===== config.mk =====
export PLATFORM = sky130hd
export DESIGN_NAME = axi_burst_master
export DESIGN_NICKNAME = d
export VERILOG_FILES = /design/src/rtl/axi_burst_master.sv
export SDC_FILE = /design/constraint.sdc
export NUM_CORES = 1
export LEC_CHECK = 0
export CORE_AREA = 5 5 111 113
export DETAILED_ROUTE_END_ITERATION = 6
export DIE_AREA = 0 0 116 118
export PLACE_DENSITY = 0.8
export SYNTH_ARGS = -nofsm -noshare
export SYNTH_HDL_FRONTEND = slang
export SYNTH_SLANG_ARGS = --single-unit

===== constraint.sdc =====
create_clock -name clock -period 3.55 [get_ports clock]
set_clock_uncertainty 0.1 [all_clocks]
set_input_delay 0.5325 -clock clock [delete_from_list [all_inputs] [get_ports clock]]
set_output_delay 0.5325 -clock clock [all_outputs]
set_load 0.005 [all_outputs]

===== src/rtl/axi_burst_master.sv =====
// AXI4 burst initiator: converts single read/write commands from a local client
// into one AXI4 INCR burst at a time, streaming write data in and read data out,
// and reports completion with a one-cycle done pulse carrying the AXI response.
module axi_burst_master #(
    parameter int DATA_WIDTH = 32,
    parameter int ADDR_WIDTH = 16,
    parameter int STRB_WIDTH = DATA_WIDTH / 8,
    parameter int ID_WIDTH   = 8,
    parameter int AXI_ID     = 0
) (
    input  logic                  clock,
    input  logic                  reset,

    // Command interface
    input  logic                  cmd_valid,
    output logic                  cmd_ready,
    input  logic                  cmd_write,
    input  logic [ADDR_WIDTH-1:0] cmd_addr,
    input  logic [7:0]            cmd_len,

    // Write beat stream from the client
    input  logic [DATA_WIDTH-1:0] wr_data,
    input  logic [STRB_WIDTH-1:0] wr_strb,
    input  logic                  wr_valid,
    output logic                  wr_ready,

    // Read beat stream to the client
    output logic [DATA_WIDTH-1:0] rd_data,
    output logic                  rd_last,
    output logic                  rd_valid,
    input  logic                  rd_ready,

    // Completion report
    output logic                  done_valid,
    output logic                  done_write,
    output logic [1:0]            done_resp,

    // AXI write address channel
    output logic [ID_WIDTH-1:0]   m_axi_awid,
    output logic [ADDR_WIDTH-1:0] m_axi_awaddr,
    output logic [7:0]            m_axi_awlen,
    output logic [2:0]            m_axi_awsize,
    output logic [1:0]            m_axi_awburst,
    output logic                  m_axi_awlock,
    output logic [3:0]            m_axi_awcache,
    output logic [2:0]            m_axi_awprot,
    output logic                  m_axi_awvalid,
    input  logic                  m_axi_awready,

    // AXI write data channel
    output logic [DATA_WIDTH-1:0] m_axi_wdata,
    output logic [STRB_WIDTH-1:0] m_axi_wstrb,
    output logic                  m_axi_wlast,
    output logic                  m_axi_wvalid,
    input  logic                  m_axi_wready,

    // AXI write response channel
    input  logic [ID_WIDTH-1:0]   m_axi_bid,
    input  logic [1:0]            m_axi_bresp,
    input  logic                  m_axi_bvalid,
    output logic                  m_axi_bready,

    // AXI read address channel
    output logic [ID_WIDTH-1:0]   m_axi_arid,
    output logic [ADDR_WIDTH-1:0] m_axi_araddr,
    output logic [7:0]            m_axi_arlen,
    output logic [2:0]            m_axi_arsize,
    output logic [1:0]            m_axi_arburst,
    output logic                  m_axi_arlock,
    output logic [3:0]            m_axi_arcache,
    output logic [2:0]            m_axi_arprot,
    output logic                  m_axi_arvalid,
    input  logic                  m_axi_arready,

    // AXI read data channel
    input  logic [ID_WIDTH-1:0]   m_axi_rid,
    input  logic [DATA_WIDTH-1:0] m_axi_rdata,
    input  logic [1:0]            m_axi_rresp,
    input  logic                  m_axi_rlast,
    input  logic                  m_axi_rvalid,
    output logic                  m_axi_rready
);

    localparam logic [2:0]            AXI_SIZE  = 3'($clog2(STRB_WIDTH));
    localparam logic [1:0]            BURST_INCR = 2'b01;
    localparam logic [1:0]            RESP_OKAY  = 2'b00;
    // Clears the byte-lane bits so every burst starts on a bus-word boundary.
    localparam logic [ADDR_WIDTH-1:0] ADDR_MASK = ~ADDR_WIDTH'(STRB_WIDTH - 1);

    typedef enum logic [2:0] {
        IDLE,
        ADDR,
        WDATA,
        WRESP,
        RDATA
    } state_t;

    state_t                state;
    logic [ADDR_WIDTH-1:0] addr_q;
    logic [7:0]            len_q;
    logic [7:0]            beat_cnt;
    logic                  awvalid_q;
    logic                  arvalid_q;
    logic [1:0]            err_q;
    logic                  done_valid_q;
    logic                  done_write_q;

    // ID, read-last and B/R IDs are not needed: one transaction is in flight and
    // the beat counter, not rlast, decides when a read burst ends.
    logic unused_inputs;
    assign unused_inputs = ^{m_axi_bid, m_axi_rid, m_axi_rlast};

    // Command side
    assign cmd_ready  = (state == IDLE);
    assign done_valid = done_valid_q;
    assign done_write = done_write_q;
    assign done_resp  = err_q;

    // Address channels are driven from registers captured at command acceptance
    assign m_axi_awid    = ID_WIDTH'(AXI_ID);
    assign m_axi_awaddr  = addr_q;
    assign m_axi_awlen   = len_q;
    assign m_axi_awsize  = AXI_SIZE;
    assign m_axi_awburst = BURST_INCR;
    assign m_axi_awlock  = 1'b0;
    assign m_axi_awcache = 4'b0011;
    assign m_axi_awprot  = 3'b000;
    assign m_axi_awvalid = awvalid_q;

    assign m_axi_arid    = ID_WIDTH'(AXI_ID);
    assign m_axi_araddr  = addr_q;
    assign m_axi_arlen   = len_q;
    assign m_axi_arsize  = AXI_SIZE;
    assign m_axi_arburst = BURST_INCR;
    assign m_axi_arlock  = 1'b0;
    assign m_axi_arcache = 4'b0011;
    assign m_axi_arprot  = 3'b000;
    assign m_axi_arvalid = arvalid_q;

    // Write data passes straight through; the handshake is only opened after AW
    assign m_axi_wdata  = wr_data;
    assign m_axi_wstrb  = wr_strb;
    assign m_axi_wlast  = (beat_cnt == 8'd0);
    assign m_axi_wvalid = (state == WDATA) && wr_valid;
    assign wr_ready     = (state == WDATA) && m_axi_wready;

    assign m_axi_bready = (state == WRESP);

    // Read data passes straight through to the client, which sets the pace
    assign rd_data      = m_axi_rdata;
    assign rd_last      = (beat_cnt == 8'd0);
    assign rd_valid     = (state == RDATA) && m_axi_rvalid;
    assign m_axi_rready = (state == RDATA) && rd_ready;

    // Transaction sequencer: command capture, address issue, beat counting,
    // sticky error capture and the registered completion pulse.
    // NOTE: every register here is assigned with <= so that all of them see the
    // pre-edge values of each other, exactly as the flops will in hardware.
    always_ff @(posedge clock) begin
        if (reset) begin
            state        <= IDLE;
            addr_q       <= '0;
            len_q        <= '0;
            beat_cnt     <= '0;
            awvalid_q    <= 1'b0;
            arvalid_q    <= 1'b0;
            err_q        <= RESP_OKAY;
            done_valid_q <= 1'b0;
            done_write_q <= 1'b0;
        end else begin
            done_valid_q <= 1'b0;
            case (state)
                IDLE: begin
                    if (cmd_valid) begin
                        addr_q    <= cmd_addr & ADDR_MASK;
                        len_q     <= cmd_len;
                        beat_cnt  <= cmd_len;
                        err_q     <= RESP_OKAY;
                        awvalid_q <= cmd_write;
                        arvalid_q <= !cmd_write;
                        state     <= ADDR;
                    end
                end
                ADDR: begin
                    if (awvalid_q && m_axi_awready) begin
                        awvalid_q <= 1'b0;
                        state     <= WDATA;
                    end else if (arvalid_q && m_axi_arready) begin
                        arvalid_q <= 1'b0;
                        state     <= RDATA;
                    end
                end
                WDATA: begin
                    if (m_axi_wvalid && m_axi_wready) begin
                        beat_cnt <= beat_cnt - 8'd1;
                        if (beat_cnt == 8'd0) begin
                            state <= WRESP;
                        end
                    end
                end
                WRESP: begin
                    if (m_axi_bvalid) begin
                        err_q        <= m_axi_bresp;
                        done_valid_q <= 1'b1;
                        done_write_q <= 1'b1;
                        state        <= IDLE;
                    end
                end
                RDATA: begin
                    if (m_axi_rvalid && m_axi_rready) begin
                        beat_cnt <= beat_cnt - 8'd1;
                        if ((err_q == RESP_OKAY) && (m_axi_rresp != RESP_OKAY)) begin
                            err_q <= m_axi_rresp;
                        end
                        if (beat_cnt == 8'd0) begin
                            done_valid_q <= 1'b1;
                            done_write_q <= 1'b0;
                            state        <= IDLE;
                        end
                    end
                end
                default: begin
                    state <= IDLE;
                end
            endcase
        end
    end

endmodule

# Word-level counts from Yosys, hierarchy flattened
# Cells that the tools add are included.
# W data, S select, Z words.
# word_totals
latch_bits,0
output_inout_bits,172
mem_bits_ro,0
reg_bits,39
word_cells,83
ram_bits,0
mem_count,0
# classes
n_shift,0
div,0
multipliers,0
n_mux,33
reduce_logical,25
add_sub_neg,1
order_cmp,0
bitwise_logic,0
n_eq_ne,15
# op_table
operator,count
$mux W3,8
$mux W8,3
$pmux W8 S3,1
$pmux W3 S5,1
$ne A2 B2 Y1 const B,7
$reduce_and A4 Y1,3
$mux W1,11
$logic_and A1 B1 Y1,9
$logic_not A8 Y1,1
$mux W2,4
$pmux W1 S2,4
$sub A8 B1 Y8 const B,1
$reduce_and A7 Y1,1
$eq A3 B2 Y1 const B,2
$ne A2 B1 Y1 const B,3
$pmux W2 S3,1
$reduce_bool A2 Y1,3
$reduce_bool A3 Y1,2
$reduce_and A5 Y1,1
$eq A3 B1 Y1 const B,1
$eq A3 B3 Y1 const B,1
$logic_not A3 Y1,1
$ne A3 B3 Y1 const B,1
$reduce_and A3 Y1,1
3 further kinds,3

# Longest topological paths before layout
# Gate-level depths: netlist of run 1.
# depth
word_depth,5
depth_mapped,7

# Least setup slack after synthesis of run 1
# OpenSTA, ideal clock, no wires.
# synth_path
kind,register to register
start,register state[1]
end,register state[0]
path_slack_ns,1.691
synth_period_minus_slack_ns,1.859
path_stages_with_launch,6
n_path_buf,1
arrival_ns,1.636
cell_sequence,dfxtp_1 > and3b_1 > clkbuf_1 > a22o_1 > nor4b_4 > mux2_1
# synth_via
word_cells_on_any_way,18
# synth_rtl
item,line,rtl
"start, declared",98,state_t state;
"start signal, assigned",161,state <= IDLE;
"start signal, assigned",181,state <= ADDR;
"start signal, assigned",187,state <= WDATA;
$eq A3 B2 Y1 *,-,
named net m_axi_bready,61,"output logic m_axi_bready,"
$ne A2 B2 Y1 (no source line),-,
$reduce_and A7 Y1 (no source line),-,
# Mark *: on every way through the listed nets, which the timed path passes. The rest lies on a longest branch.
# A chain may end at the register's enable or synchronous reset.

# Final worst setup path of run 1
# layout_path
start,register state[2]
end,output m_axi_rready
# layout_via
elab_chain_len,2
# layout_lines
item,line,rtl
$eq A3 B3 Y1,153,assign m_axi_rready = (state == RDATA) && rd_ready;
$logic_and A1 B1 Y1,153,
"end, declared",81,output logic m_axi_rready
# Every way passes these cells.

==> summary.txt, run 1 <==
Worst setup path
  – FF-to-FF setup slack: 1.01 ns
  – Worst flop-to-flop path startpoint: state[1]
  – Worst Path Required: 2.92 ns
  – Worst flop-to-flop path endpoint: beat_cnt[0]
  – Crit path DAT: 2.26 ns
  – Largest driver fanout on the critical path: 12
  – Worst Setup SP: state[2]
  – Startpoint-to-endpoint class of the critical path: reg2out
  – Capture point of the worst path: m_axi_rready
  – Critical Path Start Type: register
  – Path depth of the worst reg2reg path: 4
  – Type of destination of the critical path: primary output

Place
  – Post-Place Setup Slack: 0.982 ns
  – Placer congestion estimate: 0.787
  – Final HPWL DP: 6.19 mm
  – Buffers added on ports: 94

Global route
  – Global-route wire length before repair: 11.7 mm
  – GRT Resource Usage Total: 10.6%
  – Global route total overflow: 0
  – Vias in the first global route: 2180
  – Largest net degree at the start of global routing: 37
  – Number of antenna violations at the first check in global routing: 0

STA
  – Setup repair after global routing missed its margin: no
  – Share of the clock period used by the worst path after layout: 81.5%
  – Total count of hold-check failures in the final report: 0
  – Transition at the pin with the smallest max-transition slack: 1.03 ns
  – Final critical-path required period: 2.89 ns
  – Final count of negative-setup-slack endpoints: 0
  – Final worst slack: 0.658 ns
  – Highest clock rate: 346 MHz
  – Worst hold slack: 0.354 ns
  – Total negative setup slack: 0 ns
  – Slew HR: 30.8%
  – Number of pins with negative max-slew slack in the final report: 0

Finish
  – Synth-to-Final Area Change: 11.7%
  – Layout Nets: 499
  – Leading cell type in the layout, fill and taps excluded: sky130_fd_sc_hd__clkdlybuf4s50_1
  – Fraction of final layout cells with drive strength greater than 1: 5.35%
  – Number of diodes added for antenna fixing: 0
  – Leading cell types in the layout, fill and taps excluded: sky130_fd_sc_hd__clkdlybuf4s50_1 (94), sky130_fd_sc_hd__nand2_1 (58), sky130_fd_sc_hd__conb_1 (46)

Route
  – Vias/cell: 4.36
  – Wire length on met2: 3.85 mm
  – 1st-pass router iterations: 4
  – Vias: 2254
  – Drc violations: 0
  – Wire per inst: 14.8 um
  – Routed met3 length: 1.06 mm
  – Overall routed net length: 7.66 mm
  – Highest routed layer: met4
  – Number of violations reported at the end of detailed-routing iteration 0: 139
  – Wire length the detailed router placed on met1: 2.65 mm
  – Number of nets with antenna violations after detailed routing: 0

Synth
  – Number of warning messages in the yosys log: 0
  – Fraction of the mapped netlist area in simple logic gates: 19.0%
  – Post-synthesis async set-or-reset flop share: 0%
  – Sequential-to-total area share from yosys stat: 26.0%
  – Post-Synth Adder-Cell Area: 0.833%
  – Synth Area in XOR/XNOR: 0.291%
  – Number of enable flip-flop cells after synthesis: 0
  – Synth Register Bits: 39
  – Netlist area before placement: 0.00301 mm^2
  – Mux cell area share after synthesis: 1.37%
  – Post-synthesis compound-gate area fraction: 14.3%
  – Dominant combinational cell family by area after synthesis: buffers and inverters
  – Synth Area per Inst: 7.89 um^2
  – Dominant synthesized flop cell: sky130_fd_sc_hd__dfxtp_1
  – Synth cell types: 50
  – Gate count after technology mapping: 381

Min path
  – Startpoint of the worst hold path: done_write
  – Class of the tightest hold or removal check: reg2reg

Die
  – Die area: 0.0137 mm^2
  – Floorplan die width: 116 um
  – Starting utilization of the core area: 26.8%
  – Floorplan core area: 0.0112 mm^2
  – Die Height: 118 um
  – FP Rows: 39
  – Boundary pin count: 296

CTS
  – CTS tree: built
  – Clk buf depth: 2
  – Clock input transition at the sequential cells of the worst setup and hold paths: 0.06 ns
  – Number of hold-repair buffers added at the cts stage: 0
  – Number of buffers inserted by post-CTS setup repair: 0
  – Clock Sink Count: 39
  – Inserted Clock Buffers: 5
  – H-tree Lvls: 2
  – Root Driver: sky130_fd_sc_hd__clkbuf_16
  – Insertion delay to the later sink of the worst-skew pair: 0.27 ns
  – Number of gates resized after cts: 0

Power
  – Maximum ir drop on the vdd rail: 0.211 mV
  – Power per standard cell area: 595 mW/mm^2
  – Leakage dissipation: 1.28 nW

Run
  – Maxcap violations: 0

Status
  – Result of the run: finished, final reports clean
[worst max-delay path, cell delays in order, from the launching register on]
cell	delay, ns
sky130_fd_sc_hd__dfxtp_1	0.58
sky130_fd_sc_hd__nor3b_1	0.69
sky130_fd_sc_hd__and2_1	0.22
sky130_fd_sc_hd__clkdlybuf4s50_1	0.49
[worst min path at each step]
stage / endpoint / slack, ns / cells past startpoint
detailed placement: done_write / 0.35 / 2
finish: done_write / 0.35 / 2
CTS: done_write / 0.36 / 2
global route: done_write / 0.39 / 2
floorplan: beat_cnt[7] / 0.35 / 2
global placement: done_write / 0.34 / 2
[power breakdown]
part           switching (mW)  internal (mW)  leakage (nW)
logic                   0.443          0.461         0.882
registers              0.0944          0.532         0.320
clock network           0.167          0.299        0.0772
total                   0.704           1.29          1.28
[cell usage after synthesis, types with 5 or more instances]
cell type	n	area share, %
sky130_fd_sc_hd__nor3_1	10	1.7
sky130_fd_sc_hd__buf_4	138	34
sky130_fd_sc_hd__clkbuf_1	14	1.7
sky130_fd_sc_hd__a21oi_1	32	5.3
sky130_fd_sc_hd__inv_1	5	0.62
sky130_fd_sc_hd__nand2_1	58	7.2
sky130_fd_sc_hd__dfxtp_1	39	26
sky130_fd_sc_hd__o32ai_1	5	1.5
[kinds of logic after synthesis]
family,after synthesis
other cells,2
fa+ha+maj,2
buf+inv,161
flops,39
compound gates,66
xor+xnor,1
mux,4
simple gates,106
[metrics by stage]
step / total power, mW / area, um^2 / util [%] / std cells
5_1_grt: 2.16 / 3360 / 29.9 / 517
4_1_cts: 2.03 / 3360 / 29.9 / 517
3_5_place_dp: 1.55 / 3200 / 28.5 / 509
2_1_floorplan: 1.30 / 3170 / - / 425
6_report: 2.00 / 3360 / 29.9 / 517
3_3_place_gp: 1.52 / 3200 / 28.5 / 509
[area by class of cell]
cell class,count,area (um^2)
fillers,1157,7870
well taps,143,179
flip-flops and latches,39,781
multi-input cells,225,1260
inverters,5,18.8
repair buffers,97,963
clock buffers,8,156
[per-layer routing]
| metal | vias to the layer above | global-route usage, % |
|---|---|---|
| met3 | 25 | 5.40 |
| met4 | 0 | 2.90 |
| li1 | 1077 | - |
| met2 | 132 | 18.4 |
| met1 | 1020 | 11.0 |
| met5 | - | 0 |
[sequential cells by signal, summed over array words and instances, names as in the netlist]
name	count
m_axi_araddr	14
beat_cnt	8
m_axi_arlen	8
state	3
done_resp	2
done_valid	1
done_write	1
m_axi_arvalid	1
m_axi_awvalid	1
Note: power is estimated with default switching activity, not from simulation.
==> run 2: changes to the inputs <==
==> config.mk (replaced) <==
export PLATFORM = sky130hd
export DESIGN_NAME = axi_burst_master
export DESIGN_NICKNAME = d
export VERILOG_FILES = /design/src/rtl/axi_burst_master.sv
export SDC_FILE = /design/constraint.sdc
export NUM_CORES = 1
export LEC_CHECK = 0
export CORE_AREA = 5 5 113 115
export DETAILED_ROUTE_END_ITERATION = 6
export DIE_AREA = 0 0 118 120
export PLACE_DENSITY = 0.77
export SYNTH_ARGS = -nofsm -noshare
export SYNTH_HDL_FRONTEND = slang
export SYNTH_SLANG_ARGS = --single-unit
==> constraint.sdc (replaced) <==
create_clock -name clock -period 2.7 [get_ports clock]
set_clock_uncertainty 0.1 [all_clocks]
set_input_delay 0.405 -clock clock [delete_from_list [all_inputs] [get_ports clock]]
set_output_delay 0.405 -clock clock [all_outputs]
set_load 0.005 [all_outputs]
==> run 2 against run 1 <==
Effect of this change: die area up 3.4%; final area rose by 2.0%; total power grew 37%; hold slack gained 0.0098 ns; highest routed layer unchanged.
==> summary.txt, run 2 (same netlist as run 1, synthesis figures left out) <==
Die
  – Starting utilization of the core area: 25.7%
  – Floorplan die width: 118 um
  – FP Rows: 40
  – Die Height: 120 um
  – Floorplan core area: 0.0117 mm^2
  – Boundary pin count: 296
  – Die area: 0.0142 mm^2

Route
  – Overall routed net length: 7.70 mm
  – Vias: 2324
  – Drc violations: 0
  – Vias/cell: 4.41
  – 1st-pass router iterations: 4
  – Number of violations reported at the end of detailed-routing iteration 0: 66
  – Number of nets with antenna violations after detailed routing: 0
  – Wire per inst: 14.6 um

Global route
  – Number of antenna violations at the first check in global routing: 0
  – Global route total overflow: 0
  – Vias in the first global route: 2244
  – GRT Resource Usage Total: 10.1%
  – Global-route wire length before repair: 11.5 mm
  – Largest net degree at the start of global routing: 38

Finish
  – Leading cell types in the layout, fill and taps excluded: sky130_fd_sc_hd__clkdlybuf4s50_1 (94), sky130_fd_sc_hd__nand2_1 (58), sky130_fd_sc_hd__conb_1 (46)
  – Number of flip-flops under the largest register name: 14
  – Number of diodes added for antenna fixing: 0
  – Count of fill cells added during filler insertion: 1232
  – Non-filler cells, final: 527
  – Layout Nets: 505
  – Synth-to-Final Area Change: 13.9%
  – Final design area excluding fillers: 0.00342 mm^2
  – Fraction of final layout cells with drive strength greater than 1: 7.37%
  – Share of the core filled with cells: 29.2%
  – Leading cell type in the layout, fill and taps excluded: sky130_fd_sc_hd__clkdlybuf4s50_1

Status
  – Result of the run: finished, final reports clean

Worst setup path
  – Crit path DAT: 2.04 ns
  – Type of destination of the critical path: primary output
  – Critical Path Start Type: register
  – Largest driver fanout on the critical path: 5
  – Startpoint-to-endpoint class of the critical path: reg2out
  – Worst Path Required: 2.19 ns

Place
  – Placer congestion estimate: 0.787
  – Placed insts: 519
  – Buffers added on ports: 94
  – Placed standard-cell area: 0.00325 mm^2
  – Final HPWL DP: 5.96 mm

STA
  – Total negative setup slack: 0 ns
  – Transition at the pin with the smallest max-transition slack: 0.579 ns
  – Highest clock rate: 393 MHz
  – Number of pins with negative max-slew slack in the final report: 0
  – Slew HR: 61.1%
  – Final count of negative-setup-slack endpoints: 0
  – Share of the clock period used by the worst path after layout: 94.4%
  – Final critical-path required period: 2.55 ns
  – Setup repair after global routing missed its margin: no
  – Total count of hold-check failures in the final report: 0

Power
  – Sw Pwr: 978 uW
  – Internal power consumption: 1.76 mW
  – Share of total power in combinational logic: 45.5%
  – Maximum ir drop on the vdd rail: 0.222 mV
  – Switching share of power: 35.7%
  – Part of the power in the clock network: 25.0%
  – Share of power burned in registers: 29.5%
  – Leakage dissipation: 1.32 nW
  – Power per standard cell area: 800 mW/mm^2

CTS
  – CTS tree: built
  – Inserted Clock Buffers: 5
  – Clk buf depth: 2
  – Root Driver: sky130_fd_sc_hd__clkbuf_16
  – Clock input transition at the sequential cells of the worst setup and hold paths: 0.07 ns
  – H-tree Lvls: 2
  – Clock Sink Count: 39
  – Insertion delay to the later sink of the worst-skew pair: 0.29 ns
  – Number of buffers inserted by post-CTS setup repair: 0

Min path
  – Class of the tightest hold or removal check: reg2reg

Run
  – Maxcap violations: 0
[run 2: critical path, cell delays in order (launching register included)]
cell and delay [ns]:
sky130_fd_sc_hd__dfxtp_1 0.35, sky130_fd_sc_hd__inv_1 0.09, sky130_fd_sc_hd__ha_1 0.13, sky130_fd_sc_hd__nor3b_1 0.43, sky130_fd_sc_hd__and2_1 0.24, sky130_fd_sc_hd__clkdlybuf4s50_1 0.51
[run 2: layout make-up]
class	count	area (um^2)	area share (%)
clock inverters	3	43.8	1.28
repair buffers	103	1010	29.4
clock buffers	5	125	3.65
flip-flops and latches	39	781	22.8
well taps	147	184	5.37
inverters	5	18.8	0.548
multi-input cells	225	1260	36.9
[run 2: timing repair]
action	4_1_cts	5_1_grt
resized for setup	0	1
setup endpoints to repair	0	2
hold buffers	0	0
[run 2: power by group through the flow]
stage	Sequential, mW	Combinational [mW]	Clock [mW]
6_report	0.809	1.25	0.684
5_1_grt	0.828	1.38	0.733
4_1_cts	0.809	1.26	0.710
3_5_place_dp	0.820	1.26	0
3_3_place_gp	0.814	1.23	0
2_1_floorplan	0.804	0.907	0
[run 2: routing by layer]
layer | GRT usage [%] | vias up | part of all wire, %
met5 | 0 | - | 0
met4 | 5.45 | 0 | 3.6
met3 | 5.09 | 29 | 12
met2 | 17.7 | 130 | 49
met1 | 9.66 | 1078 | 36
li1 | - | 1087 | -
[run 2: stage by stage]
stage,setup slack [ns],power [mW],hold WS (ns)
after floorplan,0.841,1.71,0.352
after detailed placement,0.322,2.08,0.359
after CTS,0.0156,2.78,0.368
after global placement,0.349,2.05,0.349
final,0.152,2.74,0.363
after global routing,0.0337,2.94,0.388
[run 2: final timing paths]
path	start	endpoint	slack (ns)	cells past startpoint
worst max-delay path	beat_cnt[0]	m_axi_wlast	0.15	5
worst max register to register	state[1]	beat_cnt[0]	0.50	6
worst min register to register	done_write	done_write	0.36	2
worst min-delay path	done_write	done_write	0.36	2
